===== src/rtl/bus_source_arbiter.sv =====
// Bus source arbiter: round-robin selection of the bus driver, producing a
// registered select code and a one-hot grant. The owner may keep the bus
// for a bounded number of extra cycles while it holds lock.
module bus_source_arbiter #(
    parameter int N_SRC    = 24,
    parameter int SEL_W    = 5,
    parameter int MAX_HOLD = 15
) (
    input  logic             clock,
    input  logic             clear,
    input  logic [N_SRC-1:0] src_req,
    input  logic             lock,
    output logic [SEL_W-1:0] Select,
    output logic [N_SRC-1:0] grant,
    output logic             bus_valid,
    output logic             contention,
    output logic             hold_timeout
);

    localparam int CNT_W = $clog2(MAX_HOLD + 1);

    typedef enum logic [1:0] {
        IDLE,
        GRANT,
        HOLD
    } stateT;

    stateT            state, stateNext;
    logic [SEL_W-1:0] ptr, ptrNext;
    logic [SEL_W-1:0] owner, ownerNext;
    logic [CNT_W-1:0] holdCnt, holdCntNext;
    logic [SEL_W-1:0] selectNext;
    logic [N_SRC-1:0] grantNext;
    logic             busValidNext;
    logic             contentionNext;
    logic             timeoutNext;

    logic [SEL_W-1:0] releasePtr;
    logic [N_SRC-1:0] ownerMask;
    logic [N_SRC-1:0] arbReq;
    logic [SEL_W-1:0] arbPtr;
    logic             arbFound;
    logic [SEL_W-1:0] arbWinner;
    logic             multiReq;
    logic             doRelease;

    // Pick the request set and start point for this edge: all requests from
    // the stored pointer when idle, otherwise everyone but the current owner
    // starting just past the owner (used only when the owner releases).
    always_comb begin
        releasePtr = (owner == SEL_W'(N_SRC - 1)) ? '0 : owner + SEL_W'(1);
        ownerMask  = {{(N_SRC-1){1'b0}}, 1'b1} << owner;
        multiReq   = (src_req & (src_req - N_SRC'(1))) != '0;
        if (state == IDLE) begin
            arbReq = src_req;
            arbPtr = ptr;
        end else begin
            arbReq = src_req & ~ownerMask;
            arbPtr = releasePtr;
        end
    end

    // Round-robin search: first set request at arbPtr, arbPtr+1, ... wrapping
    // at N_SRC-1 so unused select codes can never be produced.
    always_comb begin
        int               idx;
        logic [SEL_W-1:0] idxSel;
        arbFound  = 1'b0;
        arbWinner = '0;
        idx       = 0;
        idxSel    = '0;
        for (int k = 0; k < N_SRC; k++) begin
            idx = int'(arbPtr) + k;
            if (idx >= N_SRC) begin
                idx = idx - N_SRC;
            end
            idxSel = SEL_W'(idx);
            if (!arbFound && arbReq[idxSel]) begin
                arbFound  = 1'b1;
                arbWinner = idxSel;
            end
        end
    end

    // Next-state logic: grant from idle, promote to hold under lock, and on
    // release hand the bus straight to the next requester when there is one.
    always_comb begin
        stateNext      = state;
        ptrNext        = ptr;
        ownerNext      = owner;
        holdCntNext    = holdCnt;
        selectNext     = Select;
        grantNext      = grant;
        busValidNext   = bus_valid;
        contentionNext = 1'b0;
        timeoutNext    = 1'b0;
        doRelease      = 1'b0;

        case (state)
            IDLE: begin
                if (arbFound) begin
                    stateNext      = GRANT;
                    ownerNext      = arbWinner;
                    selectNext     = arbWinner;
                    grantNext      = {{(N_SRC-1){1'b0}}, 1'b1} << arbWinner;
                    busValidNext   = 1'b1;
                    contentionNext = multiReq;
                    holdCntNext    = '0;
                end
            end
            GRANT: begin
                if (lock && src_req[owner]) begin
                    stateNext   = HOLD;
                    holdCntNext = CNT_W'(1);
                end else begin
                    doRelease = 1'b1;
                end
            end
            HOLD: begin
                if (!lock || !src_req[owner]) begin
                    doRelease = 1'b1;
                end else if (holdCnt == CNT_W'(MAX_HOLD)) begin
                    doRelease   = 1'b1;
                    timeoutNext = 1'b1;
                end else begin
                    holdCntNext = holdCnt + CNT_W'(1);
                end
            end
            default: begin
                stateNext = IDLE;
            end
        endcase

        if (doRelease) begin
            ptrNext     = releasePtr;
            holdCntNext = '0;
            if (arbFound) begin
                stateNext      = GRANT;
                ownerNext      = arbWinner;
                selectNext     = arbWinner;
                grantNext      = {{(N_SRC-1){1'b0}}, 1'b1} << arbWinner;
                busValidNext   = 1'b1;
                contentionNext = multiReq;
            end else begin
                stateNext    = IDLE;
                grantNext    = '0;
                busValidNext = 1'b0;
            end
        end
    end

    // State and output registers; clear drops ownership immediately.
    always_ff @(posedge clock or posedge clear) begin
        if (clear) begin
            state        <= IDLE;
            ptr          <= '0;
            owner        <= '0;
            holdCnt      <= '0;
            Select       <= '0;
            grant        <= '0;
            bus_valid    <= 1'b0;
            contention   <= 1'b0;
            hold_timeout <= 1'b0;
        end else begin
            state        <= stateNext;
            ptr          <= ptrNext;
            owner        <= ownerNext;
            holdCnt      <= holdCntNext;
            Select       <= selectNext;
            grant        <= grantNext;
            bus_valid    <= busValidNext;
            contention   <= contentionNext;
            hold_timeout <= timeoutNext;
        end
    end

endmodule


===== config.mk =====
export PLATFORM = sky130hd
export DESIGN_NAME = bus_source_arbiter
export DESIGN_NICKNAME = d
export VERILOG_FILES = /design/src/rtl/bus_source_arbiter.sv
export SDC_FILE = /design/constraint.sdc
export NUM_CORES = 1
export LEC_CHECK = 0
export BUFFER_PORTS_ARGS = -buffer_cell sky130_fd_sc_hd__buf_2
export CORE_AREA = 2 2 153 155
export DETAILED_ROUTE_END_ITERATION = 7
export DIE_AREA = 0 0 155 157
export PLACE_DENSITY = 0.55
export SETUP_SLACK_MARGIN = 0.05
export SLEW_MARGIN = 40
export SYNTH_ARGS = -nofsm -noshare
export SYNTH_HDL_FRONTEND = slang
export SYNTH_SLANG_ARGS = --single-unit

===== constraint.sdc =====
create_clock -name clock -period 6.6 [get_ports clock]
set_input_delay 1.32 -clock clock [delete_from_list [all_inputs] [get_ports clock]]
set_output_delay 1.32 -clock clock [all_outputs]
set_load 0.05 [all_outputs]

Word-level counts from Yosys, hierarchy flattened
Index checks and enable logic that the tools add are counted.
Operators by class
  reductions and logical operators: 58
  shifts and indexed selects: 2
  order comparisons: 49
  bitwise operators: 3
  muxes and demuxes: 162
  eq/ne operators: 9
  add/subtract/negate cells: 50
Operators by type and width (number)
  2-to-1 mux 5 bit: 58
  < comparator 5 x 6 -> 1 bit, second input constant: 25
  >= comparator 6 x 5 -> 1 bit, second input constant: 23
  binary-select mux 1 bit (select 5 bit): 25
  2-to-1 mux 24 bit: 5
  subtractor 5 bit, second input constant: 24
  2-to-1 mux 1 bit: 63
  adder 5 x 4 -> 6 bit, second input constant: 8
  adder 5 x 5 -> 6 bit, second input constant: 8
  AND 24 bit: 2
  left shift 1 x 5 -> 24 bit, first input constant: 2
  logical NOT 1 bit: 25
  adder 5 x 3 -> 6 bit, second input constant: 4
  logical AND 1 bit: 24
  NOT 24 bit: 1
  nonzero test 24 bit: 1
  subtractor 24 x 1 -> 24 bit, second input constant: 1
  2-to-1 mux 4 bit: 5
  adder 5 x 2 -> 6 bit, second input constant: 2
  inequality test 3 bit, second input constant: 4
  case mux 4 bit (3 select lines): 1
  adder 5 x 1 -> 6 bit, second input constant: 1
  2-to-1 mux 2 bit: 3
  case mux 2 bit (3 select lines): 1
  other kinds (16): 17
Storage, ports and cells
  input bits: 27
  word-level logic and storage cells: 342
  register bits: 48
  output and inout bits: 32

Depth between registers and ports, before layout
  word-level depth: 81
  gate-level depth with buffers: 31
  mapped depth without buffers: 24

Worst setup path before layout
OpenSTA, ideal clock, no wires.
  path type: flip-flop to flip-flop
  from: register state[0]
  to: register grant[16]
  buffers on the path: 6
  cell stages (with the launch flop): 30
  arrival: 6.125 ns
  path slack: 0.354 ns
  path through: dfrtp_1 -> inv_1 -> ha_1 -> buf_6 -> and4b_1 -> mux2_2 -> inv_1 -> buf_2 -> buf_2 -> ha_1 -> clkbuf_1 -> clkbuf_1 -> nor2_1 -> o21ai_0 -> nand4_1 -> ha_1 -> and2_1 -> a221oi_1 -> o22ai_1 -> o21ai_0 -> o22ai_1 -> nor2_1 -> nand3_2 -> buf_2 -> nor4b_1 -> a211oi_1 -> a2111o_1 -> a21oi_4 -> nor2_1 -> a32o_1
On the way
  longest elaborated chain between the ends: 80
RTL lines
  start, declared: line 28  | stateT state, stateNext;
  start signal, assigned: line 165  | state <= stateNext;
  parallel branches: the longest is 80 deep, another holds adder 5 x 1 -> 6 bit
  end signal, assigned: line 170  | grant <= grantNext;
  end, declared: line 14  | output logic [N_SRC-1:0] grant,
Parallel ways; which one is timed is not known. The select of a mux whose other input is x is not followed.
A chain may end at the register's enable or synchronous reset.

Worst setup path in the final report
  from: register state[0]
  to: register grant[20]
The elaborated chain is that of the path after synthesis.

==> run summary <==
The final-report setup violation count is 0. The post-route netlist has roughly a fifth of its cells at a drive strength greater than 1. The category of the most critical setup path is reg -> reg. The capturing point of the worst reg2reg path is grant[20]$_DFFE_PP0P_. The origin of the worst min-delay path is grant[5]$_DFFE_PP0P_.

On the worst path, the slowest cell contributes a delay of 0.52 ns. The data required time at the worst endpoint came out at about 6.8 ns. The full die area is 24300 um2.

After synthesis, the cell types taking the most area are dfrtp_1, mux4_2, mux2i_1. The warning count from the yosys run came out at 0. Clock skew on the completed layout was measured at between 0.009 and 0.01 ns. For hold timing, the worst endpoint is grant[5]$_DFFE_PP0P_. The number of buffers and inverters on the critical path is 7. The width of the die came out at 155 um. The wire length of the first global-routing pass is between 50000 and 60000 um. The maximum number of buffers from clock root to sink is 2. The TritonCTS clock tree is yes. When the netlist entered floorplanning its net count stood at roughly 1200. The number of diodes added for antenna fixing is 0. The initial antenna violation count came out at 0. The number of library cell types mapped by synthesis is 106. The average size of a mapped cell came out at between 7 and 8 um2. The register area share after synthesis came out at a little over an eighth. The worst register-to-register path begins at state[0]$_DFFE_PP0P_. The number of global-route vias before repair was around 9700. The utilization after layout is 44.6%. The buffer cell driving the clock tree root is clkbuf_16. Counting tap cells, the placed design contains a total of approximately 1500 instances. The commonest cells after synthesis are nand2_1, nor2_1, o21ai_0. The average wire length per cell after detail routing came out at about 25 um. The CTS clock-pin slew for the worst setup and hold paths came out at 0.07 ns. Once detail routing completed, the nets flagged for antenna violations numbered 0. The quantity of hold-fixing buffers added after cts came out at 0. The most frequent cell on the critical path is buf_4. The total via count in the routed design is ~10000. The number of cell rows came out at 55. The number of flops mapped to enable cells by yosys came out at 0.

STA classifies the critical path startpoint as a flop. The number of flip-flops and latches in the synthesized netlist is 48. The relative slew slack came out at between 40% and 50%.

Measured in cells, the most critical reg-to-reg path has a length of 25. The total global-route track usage is a little under a third. The cell accounting for the most synthesized area is dfrtp_1. After detailed routing, the number of remaining DRC violations is 0. The proportion of netlist area held by the largest area contributor is between 10% and 20%.

The largest net degree at the start of global routing is 49. The max-slew violation count is 0. The cell area after synthesis is ~9000 um2.

The clock drives 48 sinks. Setup total negative slack on the finished layout was measured at 0 ns. The highest attainable clock frequency came out at around 0.16 GHz. The number of input and output port buffers inserted is between 50 and 60. The initial cell density of the core is between 30% and 40%. The post-route minimum period is ~6.3 ns.

The height of the chip came out at between 150 and 200 um. The number of H-tree levels came out at 2. nand2_1 is the most common cell in the netlist.

From synthesis to final layout, the design area changed by 12.7%. The violation count after the first detailed-route iteration came out at 1083. The share of flip-flops with an asynchronous set or reset came out at between 90% and 100%.

The setup check on the worst reg-to-reg path leaves a slack of around 0.34 ns. The class of the worst hold path is reg -> reg. Setup repair after global routing left no endpoint under its margin. The aggregate routed wire length is 38200 um. The number of vias per cell is 6.80. The pre-antenna-repair detailed-routing pass consisted of 5 iterations. Counting instances, the worst hold path has a depth of 2. The total congestion overflow after global routing came out at 0.

The run finished with clean final reports. At the pin with the least slew margin, the transition time is approximately 0.76 ns. The insertion delay to the later sink of the worst-skew pair came out at around 0.3 ns.

The highest-delay cell along the critical path is or4b_4. Clock tree synthesis inserted a total of 5 buffers. The final layout net count came out at roughly 1300. The number of non-filler instances in the completed layout is approximately 1500. STA classifies the critical path endpoint as a flop.

The post-DP HPWL came out at about 30000 um. The critical path's top delay family is simple AND/OR/NAND/NOR gates. The count of final hold-check violations came out at 0. just under 60 I/O pins were placed. The total of max-cap violations is 0. The routability congestion estimate came out at 1.04. The critical path arrival came out at 6.43 ns. The area of the core came out at approximately 23000 um2. The worst-path maximum fanout is 17. The synthesized instance count is 1154. Among all flip-flop cells after synthesis, the most frequent one is dfrtp_1.

The final worst-path cycle share came out at between 90% and 100%.
[per-stage QoR]
stage	area [um2]	hold WS [ns]	setup WS, ns
3_5_place_dp	9660	0.461	-0.101
6_report	10000	0.477	0.344
3_3_place_gp	9660	0.459	0.102
5_1_grt	10000	0.489	0.0753
4_1_cts	9850	0.476	0.0777
2_1_floorplan	8900	0.474	0.354
[metal layers]
metal | track usage [%] | up-vias | part of all wire, %
met5 | 0 | - | 0
met2 | 50.5 | 500 | 45
met1 | 39.7 | 4951 | 42
met4 | 16.9 | 0 | 5.8
met3 | 3.66 | 129 | 7.3
li1 | - | 4670 | -
[cell families after synthesis]
group	count (synthesis)	share of synthesized area (%)
multiplexers	92	14.0
buffers and inverters	95	4.89
AND/OR/NAND/NOR	451	26.7
adder cells (fa/ha/maj)	39	5.31
AO/OA/AOI/OAI	406	33.3
flip-flops	48	13.5
XOR/XNOR	23	2.35
[registers in the layout, summed over array words and instances, names as in the netlist]
signal / count
grant: 24
Select: 5
owner: 5
ptr: 5
holdCnt: 4
state: 2
bus_valid: 1
contention: 1
hold_timeout: 1
[layout by cell type (no fill, tap or decap), drive strengths merged, types with 7 or more instances in the layout]
| cell type | synthesis | routed |
|---|---|---|
| a211o | 13 | 13 |
| a211oi | 21 | 21 |
| a21boi | 14 | 14 |
| a21o | 17 | 17 |
| a21oi | 66 | 66 |
| a221oi | 11 | 11 |
| a31oi | 16 | 16 |
| and2 | 15 | 15 |
| and3 | 15 | 15 |
| buf | 34 | 125 |
| dfrtp | 48 | 48 |
| ha | 33 | 33 |
| inv | 29 | 29 |
| mux2 | 24 | 24 |
| mux2i | 46 | 46 |
| mux4 | 22 | 22 |
| nand2 | 115 | 115 |
| nand2b | 18 | 18 |
| nand3 | 37 | 37 |
| nand3b | 7 | 7 |
| nand4 | 17 | 17 |
| nor2 | 90 | 90 |
| nor2b | 9 | 9 |
| nor3 | 39 | 39 |
| nor4 | 17 | 17 |
| o2111ai | 9 | 9 |
| o211a | 9 | 9 |
| o211ai | 15 | 15 |
| o21a | 10 | 10 |
| o21ai | 74 | 74 |
| o22ai | 26 | 26 |
| o31ai | 24 | 24 |
| o41ai | 7 | 7 |
| or2 | 15 | 15 |
| or3 | 15 | 15 |
| or3b | 7 | 7 |
| or4 | 8 | 8 |
| xnor2 | 22 | 22 |
[timing repair]
action | in CTS | in global routing
pin swaps | 1 | 2
buffers inserted | 3 | 7
cloned | 0 | 0
endpoints found under the hold margin | 0 | 0
resized for setup | 3 | 28
endpoints found under the setup margin | 30 | 36
[worst max path at each step]
| stage | start | end | slack [ns] | cells past startpoint |
|---|---|---|---|---|
| floorplan | state[0]$_DFFE_PP0P_ | grant[16]$_DFFE_PP0P_ | 0.35 | 29 |
| global placement | state[0]$_DFFE_PP0P_ | owner[1]$_DFF_PP0_ | 0.10 | 25 |
| detailed placement | state[0]$_DFFE_PP0P_ | grant[20]$_DFFE_PP0P_ | -0.10 | 25 |
| CTS | state[0]$_DFFE_PP0P_ | grant[3]$_DFFE_PP0P_ | 0.08 | 26 |
| global route | state[0]$_DFFE_PP0P_ | grant[7]$_DFFE_PP0P_ | 0.08 | 23 |
| finish | state[0]$_DFFE_PP0P_ | grant[20]$_DFFE_PP0P_ | 0.34 | 25 |
[worst register-to-register path, cell delays in order (launching register included)]
cell       delay (ns)
dfrtp_1          0.40
inv_1            0.08
ha_2             0.24
and4b_1          0.32
mux2_2           0.38
inv_1            0.12
ha_2             0.25
buf_4            0.22
a21oi_1          0.08
buf_4            0.17
xnor2_1          0.25
ha_1             0.21
a31oi_1          0.10
buf_4            0.18
nand2b_1         0.13
o21ai_1          0.19
mux2i_2          0.37
o211ai_4         0.17
or3_4            0.48
buf_4            0.18
or4b_4           0.52
o32a_1           0.20
o2111ai_1        0.28
a21oi_4          0.11
buf_4            0.17
o41ai_1          0.33
[layout make-up]
cell class / instances / area (um2)
multi-input cells: 1011 / 7410
clock buffers: 6 / 139
well taps: 285 / 357
flip-flops and latches: 48 / 1200
repair buffers: 125 / 797
fillers: 2320 / 12500
inverters: 31 / 119
clock inverters: 1 / 8.76
Power is left out: the tool's default activity adds up to more than one toggle a clock period on the data nets, which glitch-free logic cannot reach.
